<file path="src/rtl/i2s_mic_pkg.sv">
// Shared types, default parameters and parameter legality check for the I2S mic receiver.
package i2s_mic_pkg;

    typedef enum logic {
        CH_LEFT  = 1'b0,
        CH_RIGHT = 1'b1
    } ch_t;

    localparam int DEF_CLK_DIV      = 32;
    localparam int DEF_SLOT_BITS    = 32;
    localparam int DEF_SAMPLE_WIDTH = 18;
    localparam int DEF_CHANNELS     = 1;

    function automatic bit params_ok(input int clk_div, input int slot_bits,
                                     input int sample_width, input int channels);
        return (clk_div >= 4) && ((clk_div % 2) == 0) &&
               (sample_width >= 1) && (slot_bits >= sample_width + 1) &&
               ((channels == 1) || (channels == 2));
    endfunction

endpackage

</file>
<file path="src/rtl/i2s_clk_gen.sv">
// SCK/WS generator and slot sequencer for the I2S receiver.
// Latency: sck_out/ws_out are registered and track div_cnt/frame_cnt of the same cycle.
// Backpressure: none; free-running from reset.
module i2s_clk_gen
    import i2s_mic_pkg::*;
#(
    parameter int CLK_DIV   = DEF_CLK_DIV,
    parameter int SLOT_BITS = DEF_SLOT_BITS,
    localparam int OFF_W    = $clog2(SLOT_BITS)
) (
    input  logic             clk_in,
    input  logic             rst_in,
    output logic             sck_out,
    output logic             ws_out,
    output logic             cap_stb,
    output logic [OFF_W-1:0] slot_off,
    output ch_t              slot_ch
);

    localparam int DIV_W = $clog2(CLK_DIV);
    localparam int FRM_W = $clog2(2 * SLOT_BITS);

    logic [DIV_W-1:0] div_cnt;
    logic [DIV_W-1:0] div_nxt;
    logic [FRM_W-1:0] frame_cnt;
    logic [FRM_W-1:0] frame_nxt;

    always_comb begin
        cap_stb   = (div_cnt == DIV_W'(CLK_DIV - 1));
        div_nxt   = cap_stb ? '0 : div_cnt + DIV_W'(1);
        frame_nxt = frame_cnt;
        if (cap_stb) begin
            frame_nxt = (frame_cnt == FRM_W'(2 * SLOT_BITS - 1)) ? '0 : frame_cnt + FRM_W'(1);
        end
        // The capture at the end of an SCK period belongs to the slot position being entered,
        // which puts the MSB one SCK after the WS edge.
        slot_ch  = (frame_nxt >= FRM_W'(SLOT_BITS)) ? CH_RIGHT : CH_LEFT;
        slot_off = OFF_W'((slot_ch == CH_RIGHT) ? frame_nxt - FRM_W'(SLOT_BITS) : frame_nxt);
    end

    always_ff @(posedge clk_in) begin
        if (rst_in) begin
            div_cnt   <= '0;
            frame_cnt <= '0;
            sck_out   <= 1'b0;
            ws_out    <= 1'b0;
        end else begin
            div_cnt   <= div_nxt;
            frame_cnt <= frame_nxt;
            sck_out   <= (div_nxt >= DIV_W'(CLK_DIV / 2));
            ws_out    <= (frame_nxt >= FRM_W'(SLOT_BITS - 1)) &&
                         (frame_nxt <= FRM_W'(2 * SLOT_BITS - 2));
        end
    end

endmodule

</file>
<file path="src/rtl/i2s_mic_rx.sv">
// I2S MEMS mic receiver: drives SCK/WS and deserialises SD into signed samples (mono mix: I2S_MIC_MONO_MIX_EN).
// Latency: sample_out/valid_out one cycle after the capture of the last significant bit; mono one cycle after right.
// Backpressure: none; the consumer must accept every valid_out strobe.
module i2s_mic_rx
    import i2s_mic_pkg::*;
#(
    parameter int CLK_DIV      = DEF_CLK_DIV,
    parameter int SLOT_BITS    = DEF_SLOT_BITS,
    parameter int SAMPLE_WIDTH = DEF_SAMPLE_WIDTH,
    parameter int CHANNELS     = DEF_CHANNELS
) (
    input  logic                    clk_in,
    input  logic                    rst_in,
    input  logic                    data_in,
    output logic                    sck_out,
    output logic                    ws_out,
    output logic [SAMPLE_WIDTH-1:0] sample_out,
    output logic                    channel_out,
    output logic                    valid_out
`ifdef I2S_MIC_MONO_MIX_EN
    ,
    output logic [SAMPLE_WIDTH-1:0] mono_out,
    output logic                    mono_valid_out
`endif
);

    localparam int OFF_W = $clog2(SLOT_BITS);

    if (!params_ok(CLK_DIV, SLOT_BITS, SAMPLE_WIDTH, CHANNELS)) begin : g_bad_params
        $error("i2s_mic_rx: illegal parameter combination");
    end

    logic                    cap_stb;
    logic [OFF_W-1:0]        slot_off;
    ch_t                     slot_ch;
    logic                    in_window;
    logic                    last_bit;
    logic                    emit;
    logic [SAMPLE_WIDTH-1:0] shift_q;
    logic [SAMPLE_WIDTH-1:0] shift_nxt;

    i2s_clk_gen #(
        .CLK_DIV   (CLK_DIV),
        .SLOT_BITS (SLOT_BITS)
    ) u_clk_gen (
        .clk_in   (clk_in),
        .rst_in   (rst_in),
        .sck_out  (sck_out),
        .ws_out   (ws_out),
        .cap_stb  (cap_stb),
        .slot_off (slot_off),
        .slot_ch  (slot_ch)
    );

    always_comb begin
        in_window = (slot_off >= OFF_W'(1)) && (slot_off <= OFF_W'(SAMPLE_WIDTH));
        last_bit  = cap_stb && (slot_off == OFF_W'(SAMPLE_WIDTH));
        emit      = last_bit && ((CHANNELS == 2) || (slot_ch == CH_LEFT));
        shift_nxt = (shift_q << 1) | SAMPLE_WIDTH'(data_in);
    end

    // Exactly SAMPLE_WIDTH shifts per slot fully refill the register, so it is never cleared per slot.
    always_ff @(posedge clk_in) begin
        if (rst_in) begin
            shift_q     <= '0;
            sample_out  <= '0;
            channel_out <= 1'b0;
            valid_out   <= 1'b0;
        end else begin
            valid_out <= emit;
            if (cap_stb && in_window) begin
                shift_q <= shift_nxt;
            end
            if (emit) begin
                sample_out  <= shift_nxt;
                channel_out <= slot_ch;
            end
        end
    end

`ifdef I2S_MIC_MONO_MIX_EN
    if (CHANNELS != 2) begin : g_bad_mono
        $error("i2s_mic_rx: mono mix needs CHANNELS == 2");
    end

    logic [SAMPLE_WIDTH-1:0] left_q;
    logic signed [SAMPLE_WIDTH:0] mix_sum;

    always_comb begin
        mix_sum = $signed({left_q[SAMPLE_WIDTH-1], left_q}) +
                  $signed({sample_out[SAMPLE_WIDTH-1], sample_out});
    end

    always_ff @(posedge clk_in) begin
        if (rst_in) begin
            left_q         <= '0;
            mono_out       <= '0;
            mono_valid_out <= 1'b0;
        end else begin
            mono_valid_out <= valid_out && (channel_out == CH_RIGHT);
            if (valid_out && (channel_out == CH_LEFT)) begin
                left_q <= sample_out;
            end
            if (valid_out && (channel_out == CH_RIGHT)) begin
                mono_out <= SAMPLE_WIDTH'(mix_sum >>> 1);
            end
        end
    end
`endif

endmodule

</file>
<file path="config.mk">
export PLATFORM = sky130hd
export DESIGN_NAME = i2s_mic_rx
export DESIGN_NICKNAME = d
export VERILOG_FILES = /design/src/rtl/i2s_mic_pkg.sv /design/src/rtl/i2s_clk_gen.sv /design/src/rtl/i2s_mic_rx.sv
export SDC_FILE = /design/constraint.sdc
export NUM_CORES = 1
export LEC_CHECK = 0
export CAP_MARGIN = 30
export CORE_UTILIZATION = 40
export DETAILED_ROUTE_END_ITERATION = 7
export PLACE_DENSITY = 0.63
export SLEW_MARGIN = 10
export SYNTH_ARGS = -nofsm -noshare
export SYNTH_HDL_FRONTEND = slang
export SYNTH_SLANG_ARGS = --single-unit
</file>
<file path="constraint.sdc">
create_clock -name clk_in -period 3.76 [get_ports clk_in]
set_clock_uncertainty 0.15 [all_clocks]
set_input_delay 0.376 -clock clk_in [delete_from_list [all_inputs] [get_ports clk_in]]
set_output_delay 0.376 -clock clk_in [all_outputs]
set_load 0.05 [all_outputs]
</file>
==> impl_metrics.yaml, run 1 <==
cts:
  path_clk_slew_ns: 0.09
  cts_setup_buffers: 0
  cts_buffer_depth: 2
  cts.repair.resized: 0
  root_buffer: "clkbuf_8"
  cts_hold_buf: 0
  worstSkewPairLatency_ns: 0.30
  htreeDepth: 2
  numClockSinks: 49
  cts_made_buffers: 5
  tritoncts: "built"
global_routing:
  grt_overflow_total: 0
  grt_pass1_vias: 1246
  grt_pass1_wl_mm: 5.71
  grt_max_degree: 34
  gr-usage-all-layers: 0.134
  grt_use_met1: 0.180
  antenna_found_initial: 0
  use_met3: 0.0361
  grt_util_met2: 0.202
  grt.busiest_layer: "met2"
setup_path:
  worstPathArrival_ns: 2.66
  cp.required_ns: 3.84
  worst_path_max_delay_cell: "dfxtp_1"
  path_cells: "ha_1 > and3_1 > ha_1 > nand4_1 > xor2_1 > nand3_1 > a22oi_2 > buf_4 > mux2i_1"
  start_kind: "flop"
  criticalPathCategory: "reg -> reg"
  cp-end-kind: "flop"
  cpPeakStageDelay_ns: 0.36
  r2r_setup_slack_ns: 1.17
  path_max_fanout: 17
  crit_top_cell: "ha_1"
  cp-startpoint: "u_clk_gen.div_cnt[0]$_SDFF_PP0_"
  critPathTopFamily: "adder cells"
  timing.rr.start: "u_clk_gen.div_cnt[0]$_SDFF_PP0_"
  crit_buf_inv: 1
synth:
  yosysSeqAreaShare: 0.461
  yosysTopAreaCellShare: 0.461
  yosys_register_bits: 49
  synth.area.top_cells: "dfxtp_1 (46%), mux2i_1 (17%), nand2b_1 (5.6%)"
  synth_warnings: 0
  synth_nets: 212
  avgSynthCellArea_um2: 10.3
  yosysTopAreaCell: "dfxtp_1"
  postSynthCellCount: 206
  yosysUniqueCellTypes: 36
  syn_area_mm2: 0.00213
cells_and_area:
  fill_cells: 490
  final_cell_area_mm2: 0.00250
  multi_input_comb_area_mm2: 0.00102
  layout_common_cells: "dfxtp_1 (49), mux2i_1 (36), nor2_1 (24), clkdlybuf4s50_1 (24), nand2b_1 (19)"
  fin_nets: 230
  layout_commonest_cell: "dfxtp_1"
  drive_above_1_share: 0.0711
  regArea_um2: 981
  antenna_cells: 0
  syn2layout_area_growth_pct: 17.5
die:
  core_mm2: 0.00511
  die_h_um: 75.0
  pin_count: 25
  start_util: 0.417
  rows: 26
  die_w_um: 75.0
  dieArea_mm2: 0.00562
sta:
  hold_ws_ns: 0.311
  setup_viol: 0
  worst_slew_pin_slew_ns: 0.622
  period_minus_slack_ns: 2.59
  finalWorstSetupSlack_ns: 1.17
  relSlewSlack: 0.584
  rsz0062_at_grt: "no"
  fin_tns_setup_ns: 0
  fmax_ghz: 0.387
  slew_violations: 0
  post-route-period-util: 0.688
  hold_violations: 0
routing:
  antenna_left: 0
  drt-initial-drc-count: 70
  viasPerCell: 4.86
  wirelength_mm: 3.52
  avgRoutedWirePerCell_um: 11.9
  vias: 1434
  drcViolationCount: 0
  firstDrtPassIters: 4
power_and_ir_drop:
  power.share.clock: 0.450
  switching_power_w: 0.000186
  seqPwrFrac: 0.532
  pwr-share-comb: 0.018
  switching_share: 0.189
  power_per_cell_area_mw_per_mm2: 393
  p_leak_nw: 0.827
  internal-power_w: 0.000797
  ir_drop_uv: 224
run_status:
  status: "finished, final reports clean"
job:
  drv_cap: 0
placement:
  placed_area_mm2: 0.00236
  globalplace.congestion: 0.788
  dp_hpwl_mm: 2.30
  io_buffers: 24
  dp_slack_ns: 1.18
worst_hold_path:
  hp-class: "reg -> reg"
  hold_start: "u_clk_gen.div_cnt[0]$_SDFF_PP0_"
metal layers:
metal,up-vias,wire (µm)
met3,7,113
met2,19,1590
met5,-,0
met1,670,1750
met4,0,61
li1,738,-
synth_stat cells (all sizes together):
cell     count
xnor2        6
nor2b        3
nor3         6
o211a        1
a2bb2oi      1
a31oi        1
a21oi        3
buf         11
nand3        3
nor3b        4
a22oi        1
inv          2
a21o         1
and2         1
a221o        1
ha           3
nand2b      19
a2111oi      1
nand2        4
a32oi        1
a211oi       2
clkbuf       6
nor2        24
mux2i       36
and3         4
nand4        4
nand4b       2
o21bai       1
dfxtp       49
a311oi       1
xor2         4
registers in the layout, summed over array words and instances, names as in the netlist:
| signal | flops |
|---|---|
| u_clk_gen.ws_out | 1 |
| valid_out | 1 |
| sample_out | 18 |
| channel_out | 1 |
| shift_q | 17 |
| u_clk_gen.div_cnt | 5 |
| u_clk_gen.frame_cnt | 6 |
metrics by stage:
step | std cells | power (W) | util
2_1_floorplan | 206 | 0.000547 | -
3_3_place_gp | 287 | 0.000553 | 0.463
3_5_place_dp | 287 | 0.000553 | 0.463
4_1_cts | 295 | 0.000999 | 0.490
5_1_grt | 295 | 0.00102 | 0.490
6_report | 295 | 0.000983 | 0.490
power by group through the flow:
stage / sequential [W] / combinational, W / clock, W
3_3_place_gp: 0.000535 / 0.0000180 / 0
5_1_grt: 0.000524 / 0.0000193 / 0.000477
4_1_cts: 0.000523 / 0.0000177 / 0.000458
6_report: 0.000523 / 0.0000173 / 0.000443
3_5_place_dp: 0.000535 / 0.0000177 / 0
2_1_floorplan: 0.000535 / 0.0000126 / 0
path summary, 6_finish.rpt:
check / end / cells after the start
min: u_clk_gen.div_cnt[0]$_SDFF_PP0_ / 1
max: shift_q[6]$_SDFFE_PP0P_ / 9
min reg2reg: u_clk_gen.div_cnt[0]$_SDFF_PP0_ / 1
max reg2reg: shift_q[6]$_SDFFE_PP0P_ / 9
final cells by class:
class,instances,area share
Clock inverter,3,0.0275
Tap cell,70,0.0350
Sequential cell,49,0.392
Multi-Input combinational cell,138,0.407
Timing Repair Buffer,28,0.108
Inverter,2,0.00300
Clock buffer,5,0.0275
cell families (layout without fill, tap and decap cells):
family                     Yosys count  count (layout)  share of synthesized area
AOI/OAI and AO/OA                   15              15                     0.0582
and+or+nand+nor                     74              74                      0.189
buffers and inverters               19              38                     0.0646
xor gates and xnor gates            10              10                     0.0411
adders and majority gates            3               3                     0.0176
DFF                                 49              49                      0.461
muxes                               36              36                      0.169
Power figures use the tool's default switching activity.
==> run 2: changes to the inputs <==
==> constraint.sdc (replaced) <==
create_clock -name clk_in -period 2.5 [get_ports clk_in]
set_clock_uncertainty 0.15 [all_clocks]
set_input_delay 0.25 -clock clk_in [delete_from_list [all_inputs] [get_ports clk_in]]
set_output_delay 0.25 -clock clk_in [all_outputs]
set_load 0.05 [all_outputs]
==> run 2 against run 1 <==
  * Power increased by 33%
  * Count of clock-buffer cells in the layout increased by 1
  * Cell count increased by 1.7%
  * Via count increased by 1.7%
  * Die area unchanged
  * Critical path depth unchanged
  * Largest cell class unchanged
  * Highest routed layer unchanged
==> impl_metrics.yaml, run 2 (synthesis results as in run 1) <==
run_status:
  status: "finished, final reports clean"
cts:
  root_buffer: "clkbuf_8"
  cts_hold_buf: 0
  cts_buffer_depth: 2
  numClockSinks: 49
  worstSkewPairLatency_ns: 0.30
  htreeDepth: 2
  cts_made_buffers: 5
  tritoncts: "built"
  path_clk_slew_ns: 0.09
setup_path:
  cp.required_ns: 2.54
  start_kind: "flop"
  cp-end-kind: "flop"
  r2r_end: "sample_out[14]$_SDFFE_PP0P_"
  path_max_fanout: 6
  criticalPathCategory: "reg -> reg"
  r2r_setup_slack_ns: 0.17
  reg2reg_depth: 9
  worstPathArrival_ns: 2.36
  timing.rr.start: "u_clk_gen.div_cnt[1]$_SDFF_PP0_"
power_and_ir_drop:
  power_per_cell_area_mw_per_mm2: 511
  internal-power_w: 0.00102
  power.share.clock: 0.377
  switching_power_w: 0.000284
  p_leak_nw: 0.835
  ir_drop_uv: 324
  seqPwrFrac: 0.603
  switching_share: 0.218
  pwr-share-comb: 0.021
global_routing:
  grt_pass1_vias: 1294
  grt_max_degree: 51
  grt_pass1_wl_mm: 6.04
  antenna_found_initial: 0
  grt_overflow_total: 0
  gr-usage-all-layers: 0.145
placement:
  dp_slack_ns: 0.103
  io_buffers: 24
  globalplace.congestion: 0.865
  dp_hpwl_mm: 2.41
die:
  die_w_um: 75.0
  rows: 26
  dieArea_mm2: 0.00562
  die_h_um: 75.0
  start_util: 0.417
  pin_count: 25
  core_mm2: 0.00511
cells_and_area:
  layout_common_cells: "dfxtp_1 (48), mux2i_1 (36), nor2_1 (24), clkdlybuf4s50_1 (24), nand2b_1 (19)"
  drive_above_1_share: 0.117
  largestRegisters: "sample_out: 18 flops, shift_q: 17 flops, u_clk_gen.frame_cnt: 6 flops"
  fin_nets: 235
  largest_reg_flops: 18
  top_register: "sample_out"
  antenna_cells: 0
  layout_commonest_cell: "dfxtp_1"
  syn2layout_area_growth_pct: 20.0
sta:
  post-route-period-util: 0.930
  slew_violations: 0
  setup_viol: 0
  period_minus_slack_ns: 2.33
  worst_slew_pin_slew_ns: 0.505
  hold_violations: 0
  fmax_ghz: 0.430
  relSlewSlack: 0.662
  fin_tns_setup_ns: 0
  finalWorstSetupSlack_ns: 0.175
routing:
  firstDrtPassIters: 4
  antenna_left: 0
  avgRoutedWirePerCell_um: 12.6
  vias: 1459
  viasPerCell: 4.86
  drcViolationCount: 0
  wirelength_mm: 3.79
  drt-initial-drc-count: 102
job:
  drv_cap: 0
worst_hold_path:
  hold-path-cell-count: 1
  hold_end: "u_clk_gen.div_cnt[0]$_SDFF_PP0_"
  hp-class: "reg -> reg"
  hold_start: "u_clk_gen.div_cnt[0]$_SDFF_PP0_"
-- run 2: cell types whose count changed in the layout (fill, tap and decap cells not counted), sizes merged --
cell    change
bufinv      -2
clkinv      +2
clkbuf      +1
inv         -1
buf         +5
-- run 2: power groups by stage --
stage	Clock, W	Sequential, W	Combinational, W
global placement	0	0.000805	0.0000271
finish	0.000492	0.000787	0.0000272
detailed placement	0	0.000805	0.0000272
CTS	0.000510	0.000787	0.0000274
global route	0.000547	0.000788	0.0000311
floorplan	0	0.000804	0.0000190
-- run 2: final cells by class --
cell class | instances | area, µm²
tap | 70 | 87.6
inverter | 2 | 7.51
clock inverter | 2 | 13.8
multi-input combinational | 138 | 1050
sequential | 49 | 982
clock buffer | 6 | 82.6
fill | 475 | 2550
timing repair buffer | 33 | 328
-- run 2: what timing repair did --
item | CTS | global route
resized for setup | 0 | 11
buffers inserted | 0 | 1
endpoints found under the setup margin | 0 | 35
-- run 2: stage by stage --
step	total power (W)	area, µm²	hold slack [ns]	utilization	cells
5_1_grt	0.00137	2550	0.304	0.500	300
4_1_cts	0.00132	2500	0.320	0.489	298
3_5_place_dp	0.000832	2400	0.307	0.470	290
6_report	0.00131	2550	0.283	0.500	300
3_3_place_gp	0.000832	2400	0.287	0.470	290
2_1_floorplan	0.000823	2130	0.247	-	206
-- run 2: worst max path at each step --
stage / startpoint / endpoint / slack [ns]
6_report: u_clk_gen.div_cnt[1]$_SDFF_PP0_ / sample_out[14]$_SDFFE_PP0P_ / 0.17
5_1_grt: u_clk_gen.div_cnt[1]$_SDFF_PP0_ / sample_out[5]$_SDFFE_PP0P_ / -0.01
4_1_cts: u_clk_gen.div_cnt[0]$_SDFF_PP0_ / shift_q[7]$_SDFFE_PP0P_ / 0.08
3_5_place_dp: u_clk_gen.div_cnt[0]$_SDFF_PP0_ / shift_q[8]$_SDFFE_PP0P_ / 0.10
3_3_place_gp: u_clk_gen.div_cnt[0]$_SDFF_PP0_ / shift_q[7]$_SDFFE_PP0P_ / 0.12
2_1_floorplan: u_clk_gen.div_cnt[4]$_SDFF_PP0_ / shift_q[10]$_SDFFE_PP0P_ / 0.26
-- run 2: critical path, cell delays in order, from the launching register on --
cell,delay (ns)
dfxtp_1,0.35
ha_2,0.19
and3_1,0.19
ha_4,0.17
and3_4,0.21
nand4_1,0.15
a211oi_4,0.35
buf_4,0.22
mux2i_1,0.19
nor2_1,0.05
-- run 2: layer usage --
metal,track usage,vias up,wire length (µm)
met1,0.193,688,1840
met4,0.0566,0,58
met5,0,-,0
met3,0.0402,5,130
met2,0.224,19,1770
li1,-,747,-
==> variant, RTL diff (config.mk and constraints of run 2) <==
Change the package constant `DEF_CLK_DIV` from 32 to 16.
--- a/src/rtl/i2s_mic_pkg.sv
+++ b/src/rtl/i2s_mic_pkg.sv
@@ -6,7 +6,7 @@
         CH_RIGHT = 1'b1
     } ch_t;
 
-    localparam int DEF_CLK_DIV      = 32;
+    localparam int DEF_CLK_DIV      = 16;
     localparam int DEF_SLOT_BITS    = 32;
     localparam int DEF_SAMPLE_WIDTH = 18;
     localparam int DEF_CHANNELS     = 1;
Formal check against the unedited RTL: not equivalent (Yosys sat finds a counterexample within 10 cycles, from zero or initial values and one cycle with rst_in high).
==> variant against run 2 <==
  * Routed wire length decreased by 2.1%
  * Hold slack better by 0.040 ns
  * Final area down 4.4%
  * Clock power decreased by 14%
  * Critical path depth is 2 lower
  * Sequential power barely moved
  * Non-clock buffer count down 4
  * Sequential cell count is the same
  * Global-route usage up 0.59 points
  * Setup slack gained 0.033 ns
  * Cell count shrank 6.3%
  * Power shrank 4.8%
  * Synthesized area decreased by 1.8%
  * Sequential share of layout area up 1.7 points
  * Critical path type unchanged
==> variant: results (changes against run 2) <==
Ys Warns -> 0 (unchanged)
final-report hold violation count -> 0 (unchanged)
worst-margin pin slew -> 0.5138 ns (+0.008857 ns)
P_leak -> 0.0009091 uW (+8.9%)
unique cell type count in the Yosys netlist -> 41 (+14%)
Final #Nets -> 220 (-6.4%)
Synth area leaders -> dfxtp_1 (47%), mux2i_1 (17%), nand2b_1 (11%)
vias in the first global route -> 1426 (+10%)
syn_nets -> 198 (-6.6%)
initial antenna violation count -> 0 (unchanged)
vias per cell -> 5.071 (+4.3%)
switching share of power -> 20.79% (-0.98 points)
status -> complete, no violations
peak supply drop -> 0.2339 mV (-28%)
ANT cells -> 0 (unchanged)
layout cells sized above 1 -> 9.346% (-2.4 points)
DRT antenna net count -> 0 (unchanged)
drt first pass iters -> 4 (unchanged)
largest net degree at the start of global routing -> 51 (unchanged)
crit path max fanout -> 9 (+3)
Clock Path Buffers -> 2 (unchanged)
gr usage total -> 15.10% (+0.59 points)
drt first-iter violations -> 156 (+53%)
FILL cells -> 480 (+1.1%)
biggest regs -> sample_out x18, shift_q x17, u_clk_gen.frame_cnt x6
global-route wire length before repair -> 6306 um (+4.3%)
TritonCTS Buffers -> 5 (unchanged)
DP Wirelength -> 2495 um (+3.7%)
routed len/inst -> 13.21 um (+4.5%)
Synth top cells by count -> dfxtp_1 (49), nand2b_1 (36), mux2i_1 (35)
post-synthesis sequential area ratio -> 46.89% (+0.83 points)
global placer's final weighted congestion -> 0.9081 (+5.0%)
-- variant: cell count changes after synthesis, sizes merged, moves of 3 or more --
cell    delta
buf        -3
nor2      -19
nor3b      -3
nor3       -3
nand2b    +17
and3       -3
a21oi      +3
-- variant: layer usage --
metal	wire, um	GRT usage (%)	share of wire (%)
met5	0	0	0
met4	63	7.757	1.7
met3	178	4.743	4.8
met2	1801	25.15	49
met1	1669	17.48	45
-- variant: final timing paths --
path / slack (ns) / cells past startpoint / start / to
setup / recovery: 0.21 / 7 / u_clk_gen.frame_cnt[1]$_SDFF_PP0_ / sample_out[4]$_SDFFE_PP0P_
hold / removal: 0.32 / 2 / sample_out[16]$_SDFFE_PP0P_ / sample_out[16]$_SDFFE_PP0P_
setup reg to reg: 0.21 / 7 / u_clk_gen.frame_cnt[1]$_SDFF_PP0_ / sample_out[4]$_SDFFE_PP0P_
hold reg to reg: 0.32 / 2 / sample_out[16]$_SDFFE_PP0P_ / sample_out[16]$_SDFFE_PP0P_
-- variant: logic make-up (layout without fill, tap and decap cells) --
family / count (synthesis) / in the layout / share of synthesized area (%)
compound gates: 18 / 18 / 6.998
fa+ha+maj: 2 / 2 / 1.196
buf+inv: 16 / 37 / 5.263
mux: 36 / 36 / 17.28
xor+xnor: 7 / 7 / 3.290
simple gates: 65 / 65 / 19.08
flops: 49 / 49 / 46.89
-- variant: power groups by stage --
stage               Clock, uW  Combinational (uW)  Sequential [uW]
floorplan                   0                25.7              805
global placement            0                31.9              807
detailed placement          0                32.7              807
CTS                       450                32.8              789
global route              476                35.7              790
finish                    423                32.3              789
-- variant: per-stage QoR --
step,cells,setup slack [ns],hold slack [ns],area [sq um],utilization (%)
after global placement,275,0.3142,0.3087,2369,48.54
after CTS,281,0.2140,0.3310,2442,50.05
after floorplan,193,0.3473,0.1809,2092,-
after global routing,281,0.001649,0.3500,2442,50.05
after detailed placement,275,0.2450,0.3103,2369,48.54
final,281,0.2072,0.3232,2442,50.05
-- variant: critical path, cell delays in order, from the launching register on --
cell and delay (ns):
dfxtp_1 0.45, ha_1 0.34, nand4_1 0.14, nor2_2 0.26
xnor2_2 0.16, nor3_2 0.23, buf_4 0.24, mux2i_1 0.23
-- variant: cell type report --
class	instances	area [sq um]	area share, %
well taps	67	83.83	3.432
flip-flops and latches	49	980.9	40.16
repair buffers	29	290.3	11.89
clock buffers	5	68.82	2.818
clock inverters	1	5.005	0.2049
multi-input cells	128	1006	41.19
inverters	2	7.507	0.3074
